[src/rtl/quantum_context_timer_if.sv]
`default_nettype none
// +----------------------------------------------------------------------------+
// | quantum_context_timer_if                                                   |
// | CPU/scheduler-side bundle of the time-slice and context-switch controller. |
// | Revision: 1.0                                                              |
// +----------------------------------------------------------------------------+
interface quantum_context_timer_if #(
    parameter int PROC_W = 3
);
    logic [31:0]       pc;
    logic              parada;
    logic              instrucao_io;
    logic              fim_processo;
    logic              despacho;
    logic [PROC_W-1:0] processo_novo;
    logic [PROC_W-1:0] tabela_idx;
    logic [1:0]        troca_contexto;
    logic              intrucao_io_contexto;
    logic [31:0]       pc_processo_trocado;
    logic [PROC_W-1:0] processo_atual;
    logic [31:0]       tabela_pc;
    logic [15:0]       contagem;

    modport master (
        output pc, parada, instrucao_io, fim_processo, despacho, processo_novo, tabela_idx,
        input  troca_contexto, intrucao_io_contexto, pc_processo_trocado, processo_atual,
               tabela_pc, contagem
    );

    modport slave (
        input  pc, parada, instrucao_io, fim_processo, despacho, processo_novo, tabela_idx,
        output troca_contexto, intrucao_io_contexto, pc_processo_trocado, processo_atual,
               tabela_pc, contagem
    );
endinterface
`default_nettype wire

[src/rtl/quantum_context_timer.sv]
`default_nettype none
// +----------------------------------------------------------------------------+
// | quantum_context_timer                                                      |
// | Quantum counter and context-switch request generator with resume-PC save.  |
// | QUANTUM_PC_TABLE_EN builds the per-process resume-PC table.                |
// | Revision: 1.0                                                              |
// +----------------------------------------------------------------------------+
module quantum_context_timer #(
    parameter int QUANTUM = 16,
    parameter int NPROC   = 8,
    parameter int PROC_W  = 3
) (
    input  wire logic               clk,
    input  wire logic               reset,
    quantum_context_timer_if.slave  bus
);
    typedef enum logic [1:0] {
        IDLE   = 2'd0,
        RUN    = 2'd1,
        SWITCH = 2'd2,
        WAIT   = 2'd3
    } state_t;

    localparam logic [15:0] c_lastCount = 16'(QUANTUM - 1);

    state_t            r_state, w_stateNext;
    logic [1:0]        r_troca, w_trocaNext;
    logic              r_ioCtx;
    logic [31:0]       r_pcTrocado, w_pcTrocadoNext;
    logic [PROC_W-1:0] r_procAtual, w_procAtualNext;
    logic [15:0]       r_contagem, w_contagemNext;
    logic [31:0]       r_tabelaPc;
    logic              w_tableWr;
    logic [31:0]       w_resumePc;

    always_ff @(posedge clk) begin
        if (reset) begin
            r_state     <= IDLE;
            r_troca     <= 2'b00;
            r_ioCtx     <= 1'b0;
            r_pcTrocado <= 32'd0;
            r_procAtual <= '0;
            r_contagem  <= 16'd0;
        end else begin
            r_state     <= w_stateNext;
            r_troca     <= w_trocaNext;
            r_ioCtx     <= (w_trocaNext == 2'b01);
            r_pcTrocado <= w_pcTrocadoNext;
            r_procAtual <= w_procAtualNext;
            r_contagem  <= w_contagemNext;
        end
    end

    always_comb begin
        w_stateNext     = r_state;
        w_trocaNext     = 2'b00;
        w_pcTrocadoNext = r_pcTrocado;
        w_procAtualNext = r_procAtual;
        w_contagemNext  = r_contagem;
        w_tableWr       = 1'b0;
        w_resumePc      = 32'd0;
        case (r_state)
            IDLE, WAIT: begin
                if (bus.despacho) begin
                    if (bus.processo_novo != '0) begin
                        w_stateNext     = RUN;
                        w_procAtualNext = bus.processo_novo;
                        w_contagemNext  = 16'd0;
                    end else begin
                        w_stateNext = IDLE;
                    end
                end
            end
            RUN: begin
                // Termination beats I/O, which beats quantum expiry.
                if (bus.fim_processo) begin
                    w_trocaNext = 2'b10;
                    w_resumePc  = 32'd0;
                    w_tableWr   = 1'b1;
                end else if (bus.instrucao_io) begin
                    w_trocaNext = 2'b01;
                    w_resumePc  = bus.pc + 32'd1;
                    w_tableWr   = 1'b1;
                end else if (!bus.parada && r_contagem == c_lastCount) begin
                    w_trocaNext = 2'b11;
                    w_resumePc  = bus.pc;
                    w_tableWr   = 1'b1;
                end else if (!bus.parada) begin
                    w_contagemNext = r_contagem + 16'd1;
                end
                if (w_tableWr) begin
                    w_pcTrocadoNext = w_resumePc;
                    w_stateNext     = SWITCH;
                end
            end
            SWITCH: begin
                w_stateNext     = WAIT;
                w_contagemNext  = 16'd0;
                w_procAtualNext = '0;
            end
            default: w_stateNext = IDLE;
        endcase
    end

`ifdef QUANTUM_PC_TABLE_EN
    logic [31:0] r_table [NPROC];

    // Registered read before the write lands: same-slot collisions return the old value.
    always_ff @(posedge clk) begin
        if (reset) begin
            for (int i = 0; i < NPROC; i++) begin
                r_table[i] <= 32'd0;
            end
            r_tabelaPc <= 32'd0;
        end else begin
            r_tabelaPc <= r_table[bus.tabela_idx];
            if (w_tableWr) begin
                r_table[r_procAtual] <= w_resumePc;
            end
        end
    end
`else
    localparam int c_unusedNproc = NPROC;
    logic w_unusedTable;
    assign w_unusedTable = ^{bus.tabela_idx, w_tableWr};

    always_ff @(posedge clk) begin
        if (reset) begin
            r_tabelaPc <= 32'd0;
        end else begin
            r_tabelaPc <= r_pcTrocado;
        end
    end
`endif

    assign bus.troca_contexto       = r_troca;
    assign bus.intrucao_io_contexto = r_ioCtx;
    assign bus.pc_processo_trocado  = r_pcTrocado;
    assign bus.processo_atual       = r_procAtual;
    assign bus.tabela_pc            = r_tabelaPc;
    assign bus.contagem             = r_contagem;
endmodule
`default_nettype wire

[src/flat_wrapper.sv]
// flat-port wrapper written by rule: the top's interface ports become plain ports
module quantum_context_timer_flat 
#(
    parameter int QUANTUM = 16,
    parameter int NPROC   = 8,
    parameter int PROC_W  = 3
)
  (clk, reset, bus_pc, bus_parada, bus_instrucao_io, bus_fim_processo, bus_despacho, bus_processo_novo, bus_tabela_idx, bus_troca_contexto, bus_intrucao_io_contexto, bus_pc_processo_trocado, bus_processo_atual, bus_tabela_pc, bus_contagem);
  quantum_context_timer_if #(.PROC_W(PROC_W)) bus_i ();
  input  wire logic clk;
  input  wire logic reset;
  input wire logic [$bits(bus_i.pc)-1:0] bus_pc;
  input wire logic [$bits(bus_i.parada)-1:0] bus_parada;
  input wire logic [$bits(bus_i.instrucao_io)-1:0] bus_instrucao_io;
  input wire logic [$bits(bus_i.fim_processo)-1:0] bus_fim_processo;
  input wire logic [$bits(bus_i.despacho)-1:0] bus_despacho;
  input wire logic [$bits(bus_i.processo_novo)-1:0] bus_processo_novo;
  input wire logic [$bits(bus_i.tabela_idx)-1:0] bus_tabela_idx;
  output wire logic [$bits(bus_i.troca_contexto)-1:0] bus_troca_contexto;
  output wire logic [$bits(bus_i.intrucao_io_contexto)-1:0] bus_intrucao_io_contexto;
  output wire logic [$bits(bus_i.pc_processo_trocado)-1:0] bus_pc_processo_trocado;
  output wire logic [$bits(bus_i.processo_atual)-1:0] bus_processo_atual;
  output wire logic [$bits(bus_i.tabela_pc)-1:0] bus_tabela_pc;
  output wire logic [$bits(bus_i.contagem)-1:0] bus_contagem;
  assign bus_i.pc = bus_pc;
  assign bus_i.parada = bus_parada;
  assign bus_i.instrucao_io = bus_instrucao_io;
  assign bus_i.fim_processo = bus_fim_processo;
  assign bus_i.despacho = bus_despacho;
  assign bus_i.processo_novo = bus_processo_novo;
  assign bus_i.tabela_idx = bus_tabela_idx;
  assign bus_troca_contexto = bus_i.troca_contexto;
  assign bus_intrucao_io_contexto = bus_i.intrucao_io_contexto;
  assign bus_pc_processo_trocado = bus_i.pc_processo_trocado;
  assign bus_processo_atual = bus_i.processo_atual;
  assign bus_tabela_pc = bus_i.tabela_pc;
  assign bus_contagem = bus_i.contagem;
  quantum_context_timer #(.QUANTUM(QUANTUM), .NPROC(NPROC), .PROC_W(PROC_W)) u_core (.clk(clk), .reset(reset), .bus(bus_i));
endmodule
[config.mk]
export PLATFORM = sky130hd
export DESIGN_NAME = quantum_context_timer_flat
export DESIGN_NICKNAME = d
export VERILOG_FILES = /design/src/rtl/quantum_context_timer_if.sv /design/src/rtl/quantum_context_timer.sv /design/src/flat_wrapper.sv
export SDC_FILE = /design/constraint.sdc
export NUM_CORES = 1
export LEC_CHECK = 0
export ABC_CLOCK_PERIOD_IN_PS = 6000
export BUFFER_PORTS_ARGS = -buffer_cell sky130_fd_sc_hd__buf_2
export CAP_MARGIN = 10
export CORE_MARGIN = 3
export CORE_UTILIZATION = 53
export DETAILED_ROUTE_END_ITERATION = 7
export GPL_TIMING_DRIVEN = 0
export PLACE_DENSITY = 0.91
export SLEW_MARGIN = 20
export SYNTH_ARGS = -nofsm -noshare
export SYNTH_HDL_FRONTEND = slang
export SYNTH_SLANG_ARGS = --single-unit
[constraint.sdc]
create_clock -name clk -period 6 [get_ports clk]
set_clock_uncertainty 0.05 [all_clocks]
set_input_delay 0.6 -clock clk [delete_from_list [all_inputs] [get_ports clk]]
set_output_delay 0.6 -clock clk [all_outputs]
set_load 0.05 [all_outputs]
### Word level (Yosys, flattened, before mapping)

Cells that the tools add are included.

| storage, ports and cells | value |
|---|---|
| bits in registers | 88 |
| latch bits | 0 |
| RAM bits | 0 |
| memory bits (read-only) | 0 |
| bits of input ports | 44 |
| output and inout bits | 86 |
| logic and storage cells | 56 |
| memories | 0 |

| operators by class | value |
|---|---|
| add/subtract/negate cells | 2 |
| multipliers | 0 |
| divide/modulo/power cells | 0 |
| order comparisons | 0 |
| equal/unequal tests | 12 |
| shift-type cells | 0 |
| multiplexer cells | 25 |
| bitwise operators | 0 |
| reductions and logical operators | 10 |

Operators with widths:

| kind | count |
|---|---|
| 16-bit 2-to-1 mux | 6 |
| 32-bit 2-to-1 mux | 3 |
| 16-bit one-hot mux with 3 select lines | 1 |
| 32-bit by 1-bit adder with 32-bit output (second input constant) | 1 |
| 16-bit by 1-bit adder with 16-bit output (second input constant) | 1 |
| 16-bit by 4-bit == test with 1-bit output (second input constant) | 1 |
| 2-bit 2-to-1 mux | 6 |
| 2-bit != test (second input constant) | 5 |
| 3-bit 2-to-1 mux | 2 |
| 2-bit one-hot mux with 3 select lines | 1 |
| 3-bit one-hot mux with 2 select lines | 1 |
| 6-bit AND reduction | 1 |
| 1-bit 2-to-1 mux | 5 |
| 2-bit by 1-bit == test with 1-bit output (second input constant) | 2 |
| 2-bit == test (second input constant) | 2 |
| 2-bit by 1-bit != test with 1-bit output (second input constant) | 2 |
| 2-bit AND reduction | 2 |
| 3-bit AND reduction | 1 |
| 3-bit nonzero test | 1 |
| 2-bit logical NOT | 1 |
| 2-bit nonzero test | 1 |
| 2-bit OR reduction | 1 |
| 1-bit logical AND | 1 |
| 1-bit logical NOT | 1 |

### Depth between registers and ports, before layout

| logic depth | value |
|---|---|
| depth in word-level cells | 8 |
| depth in mapped cells | 9 |

### Least setup slack after synthesis

Ideal clock, no wire load.

| path | value |
|---|---|
| path type | reg2reg |
| from | register u_core.r_contagem[0], in the netlist u_core.bus.contagem[0] |
| to | register u_core.r_contagem[11], in the netlist u_core.bus.contagem[11] |
| arrival | 2.230 ns |
| data required time | 5.879 ns |
| slack | 3.649 ns |
| stages on the path, launching flop included | 9 |
| path buffers | 2 |
| clock period less this slack | 2.351 ns |
| cell sequence | dfxtp_1 -> ha_1 -> nor4bb_1 -> nand4_1 -> a21oi_2 -> buf_6 -> buf_4 -> o21ai_0 -> a21oi_1 |

| on the way | value |
|---|---|
| cells in the longest elaborated chain, start to end | 6 |

RTL lines:

| what | RTL line | RTL |
|---|---|---|
| start, declared | quantum_context_timer.sv:31 | `logic [15:0] r_contagem, w_contagemNext;` |
| start signal, assigned | quantum_context_timer.sv:50 | `r_contagem <= w_contagemNext;` |
| 16-bit by 1-bit adder with 16-bit output | quantum_context_timer.sv:89 | `w_contagemNext = r_contagem + 16'd1;` |
| 16-bit 2-to-1 mux | quantum_context_timer.sv:88 | `end else if (!bus.parada) begin` |
| 16-bit 2-to-1 mux | quantum_context_timer.sv:84 | `end else if (!bus.parada && r_contagem == c_lastCount) begin` |
| 16-bit 2-to-1 mux | quantum_context_timer.sv:80 | `end else if (bus.instrucao_io) begin` |
| 16-bit 2-to-1 mux | quantum_context_timer.sv:76 | `if (bus.fim_processo) begin` |
| 16-bit one-hot mux with 3 select lines | quantum_context_timer.sv:62 | `case (r_state)` |

Several ways; a longest one is shown, not always the timed one. The select of a mux whose other input is x is not followed.
A chain may end at the register's enable or synchronous reset.

### Final worst setup path

| path | value |
|---|---|
| from | register u_core.r_state[0] |
| to | register u_core.r_contagem[14], in the netlist u_core.bus.contagem[14] |

| on the way | value |
|---|---|
| cells in the longest elaborated chain, start to end | 4 |

RTL lines:

| what | RTL line | RTL |
|---|---|---|
| start, declared | quantum_context_timer.sv:26 | `state_t r_state, w_stateNext;` |
| start signal, assigned | quantum_context_timer.sv:45 | `r_state <= w_stateNext;` |
| 2-bit == test or 2-bit logical NOT (tied branches) | quantum_context_timer.sv:62 |  |
| 2-bit OR reduction | quantum_context_timer.sv:62 |  |
| 2-bit by 1-bit != test with 1-bit output (no line) or 2-bit != test (tied branches) | n/a |  |
| 6-bit AND reduction (no line) | n/a |  |

Several ways; a longest one is shown, not always the timed one.

==> summary.md <==
| Metric | Value |
|---|---|
| Synth unique cells | `40` |
| Ys Warns | `0` |
| Antenna Cells | `0` |
| IO buf count | `~120` |
| Sink Count | `just under 90` |
| Antenna Nets Post-Route | `0` |
| Worst setup EP type | `flip-flop` |
| Critical register-to-register path endpoint | `u_core.bus.contagem[14]` |
| Crit. Startpoint | `u_core.r_state[0]` |
| Initial core utilization | `0.565` |
| Status | `finished clean` |
| Largest net degree at the start of global routing | `15` |
| Setup TNS | `0 ns` |
| Critical-path maximum fanout | `10` |
| Final hold violations | `0` |
| Crit Reg-Reg Startpoint | `u_core.r_state[0]` |
| WP depth | `8` |
| DR iter-0 viols | `around 210` |
| First-pass GRT wire length | `between 15 and 20 mm` |
| Reg area | `about 1800 µm²` |
| Initial antenna violation count | `0` |
| Worst Setup Start Kind | `flip-flop` |
| Post-Syn Nets | `approximately 460` |
| Layout Area Growth over Synthesis | `26.1%` |
| Max_cap viols | `0` |
| End of the critical path | `u_core.bus.contagem[14]` |
| CP arrival | `roughly 2.7 ns` |
| Final setup viols | `0` |
| Clock-pin slew on the worst setup and hold paths | `about 0.080 ns` |
| Post-Syn Instances | `approximately 420` |
| Crit path largest cell delay | `0.51 ns` |
| Most frequent cells in the layout | `125 x buf_2, 88 x dfxtp_1, 46 x nor2_1, 41 x inv_1, 33 x o32ai_1` |
| Drt drc | `0` |
| Vias in the first global route | `~3500` |
| Gp weighted congestion | `between 0.9 and 1` |
| GR Util All Layers | `0.266` |
| Grt ovf | `0` |
| Pins Over Slew Limit | `0` |
| Final period utilization | `0.412` |
| # fillers | `508` |
| Num CTS Buffers | `9` |
| Chip Height | `around 90 µm` |
| CTS tree | `yes` |
| Multi-input logic area | `between 1500 and 2000 µm²` |
| Number of synthesized flops with an enable pin | `0` |
| RSZ-0062 raised after global routing | `false` |
| PD cells | `~320 nW/µm²` |
| Synth Flop Type | `dfxtp_1` |
| Root Driver | `clkbuf_8` |
| Slowest-stage cell, CP | `a2111oi_4` |
| Sequential share of the synthesized area | `0.475` |
| Via count | `3713` |
| Tightest Pin Transition | `0.898 ns` |
| Net count, final | `around 600` |
| Post-CTS resize count | `0` |
| CTS max path bufs | `2` |
| Post-CTS setup buffer count | `0` |
| WL final | `around 11 mm` |
| Synthesized cell area | `approximately 3700 µm²` |
| DR pass1 iterations | `5` |
| Vias/cell | `roughly 5.7` |
| Max Clock Freq | `between 400 and 500 MHz` |
| Num rows | `29` |
| Chip width | `89.7 µm` |
| Cts hold-fix bufs | `0` |
| Worst slew margin | `0.397` |
| Setup Crit Path Kind | `reg2reg` |
| Ratio of cells with drive above 1 in the final layout | `0.261` |
| H-Tree Level Count | `3` |
| Wirelength per Cell | `approximately 16 µm` |
| R2r setup slk | `around 3.5 ns` |
| Commonest non-fill, non-tap cell in the layout | `buf_2` |
| Hold WS | `0.404 ns` |
| R2r worst-path depth | `8` |
| Die ar. | `slightly above 8000 µm²` |
| Core Area | `~6600 µm²` |
| Critical path, cell by cell | `inv_1, ha_1, clkbuf_1, a2111oi_4, a21oi_2, buf_6, or4_1, a21oi_1` |
| LEAKAGE | `between 0.0015 and 0.002 µW` |
| Avg Cell Area, Syn | `between 8 and 9 µm²` |
| Family with the most delay on the worst path | `compound AO/OA/AOI/OAI gates` |
| Num ports | `between 100 and 150` |
| Minimum clock period after layout | `2.47 ns` |
| Max IR drop VDD | `roughly 0.14 mV` |
| Post-DP HPWL | `7.86 mm` |
| Later-pin clock latency in the skew report | `approximately 0.35 ns` |
| Critical Path RT | `roughly 6.2 ns` |
| Buffers plus inverters on the worst setup path | `3` |
| #FFs+latches synth | `88` |
| Worst Hold Class | `reg2reg` |
| Ys async rst share | `0` |
-- power breakdown --
group          switching, µW  total, µW  internal (µW)
Combinational            293        404            110
Clock                    208        467            258
Sequential              18.3        639            620
Total                    520       1510            989
-- cells in the mapped netlist (7+ instances only) --
cell type / instances / share of area
buf_1: 7 / 0.0071
xnor2_1: 9 / 0.021
nand4_1: 27 / 0.045
o32ai_1: 33 / 0.078
nor4_1: 7 / 0.012
and3_1: 8 / 0.013
a21oi_1: 14 / 0.019
nor2_1: 46 / 0.047
xor2_1: 25 / 0.059
inv_1: 41 / 0.041
dfxtp_1: 88 / 0.47
nand2_1: 25 / 0.025
clkbuf_1: 13 / 0.013
nand3_1: 15 / 0.020
-- stage by stage --
stage / instance area, µm² / power [µW] / std cells / utilization / setup WS, ns
after detailed placement: 4450 / 1050 / 633 / 0.677 / 3.57
after floorplan: 3710 / 940 / 416 / - / 3.65
after global placement: 4450 / 1040 / 633 / 0.677 / 3.59
after CTS: 4680 / 1510 / 649 / 0.713 / 3.53
after global routing: 4680 / 1580 / 649 / 0.713 / 3.30
final: 4680 / 1510 / 649 / 0.713 / 3.53
-- metal layers --
layer	GRT usage	up-vias	wire length, µm	share of wire
met3	0.0493	15	780	0.073
met2	0.483	184	5410	0.51
met5	0	-	0	0
li1	-	1745	-	-
met4	0.0988	0	161	0.015
met1	0.310	1769	4310	0.40
-- registers in the layout (all words and copies together) (netlist names) --
register and flops:
u_core.r_state 2, u_core.bus.processo_atual 3, u_core.bus.tabela_pc 32, u_core.bus.troca_contexto 2, u_core.bus.intrucao_io_contexto 1, u_core.bus.contagem 16, u_core.bus.pc_processo_trocado 32
-- logic make-up after synthesis --
| logic type | count (synthesis) | synth area share |
|---|---|---|
| mux | 1 | 0.00270 |
| fa+ha+maj | 4 | 0.0135 |
| buf+inv | 64 | 0.0681 |
| xor+xnor | 34 | 0.0802 |
| compound gates | 67 | 0.141 |
| simple gates | 158 | 0.220 |
| flops | 88 | 0.475 |
-- worst reg2reg max path, stage by stage (launching register included) --
cell,delay [ns]
dfxtp_1,0.37
inv_1,0.06
ha_1,0.28
clkbuf_1,0.22
a2111oi_4,0.51
a21oi_2,0.14
buf_6,0.17
or4_1,0.47
a21oi_1,0.15
-- cell type report --
cell class                 instances  area share
timing repair buffer             124       0.133
tap                               93      0.0249
clock inverter                     4      0.0163
inverter                          41      0.0329
sequential                        88       0.376
multi-input combinational        264       0.363
clock buffer                      12      0.0331
buffer                            23      0.0211
-- worst min path at each step --
| stage | start | endpoint | slack, ns | cells after the start |
|---|---|---|---|---|
| 6_report | u_core.bus.processo_atual[2] | u_core.bus.processo_atual[2] | 0.40 | 2 |
| 5_1_grt | u_core.bus.processo_atual[2] | u_core.bus.processo_atual[2] | 0.43 | 2 |
| 4_1_cts | u_core.bus.pc_processo_trocado[4] | u_core.bus.tabela_pc[4] | 0.41 | 2 |
| 3_5_place_dp | u_core.bus.pc_processo_trocado[4] | u_core.bus.tabela_pc[4] | 0.39 | 2 |
| 3_3_place_gp | u_core.bus.pc_processo_trocado[26] | u_core.bus.tabela_pc[26] | 0.39 | 2 |
| 2_1_floorplan | u_core.r_state[0] | u_core.r_state[0] | 0.41 | 2 |
No activity file was read; power rests on OpenSTA's default activity.
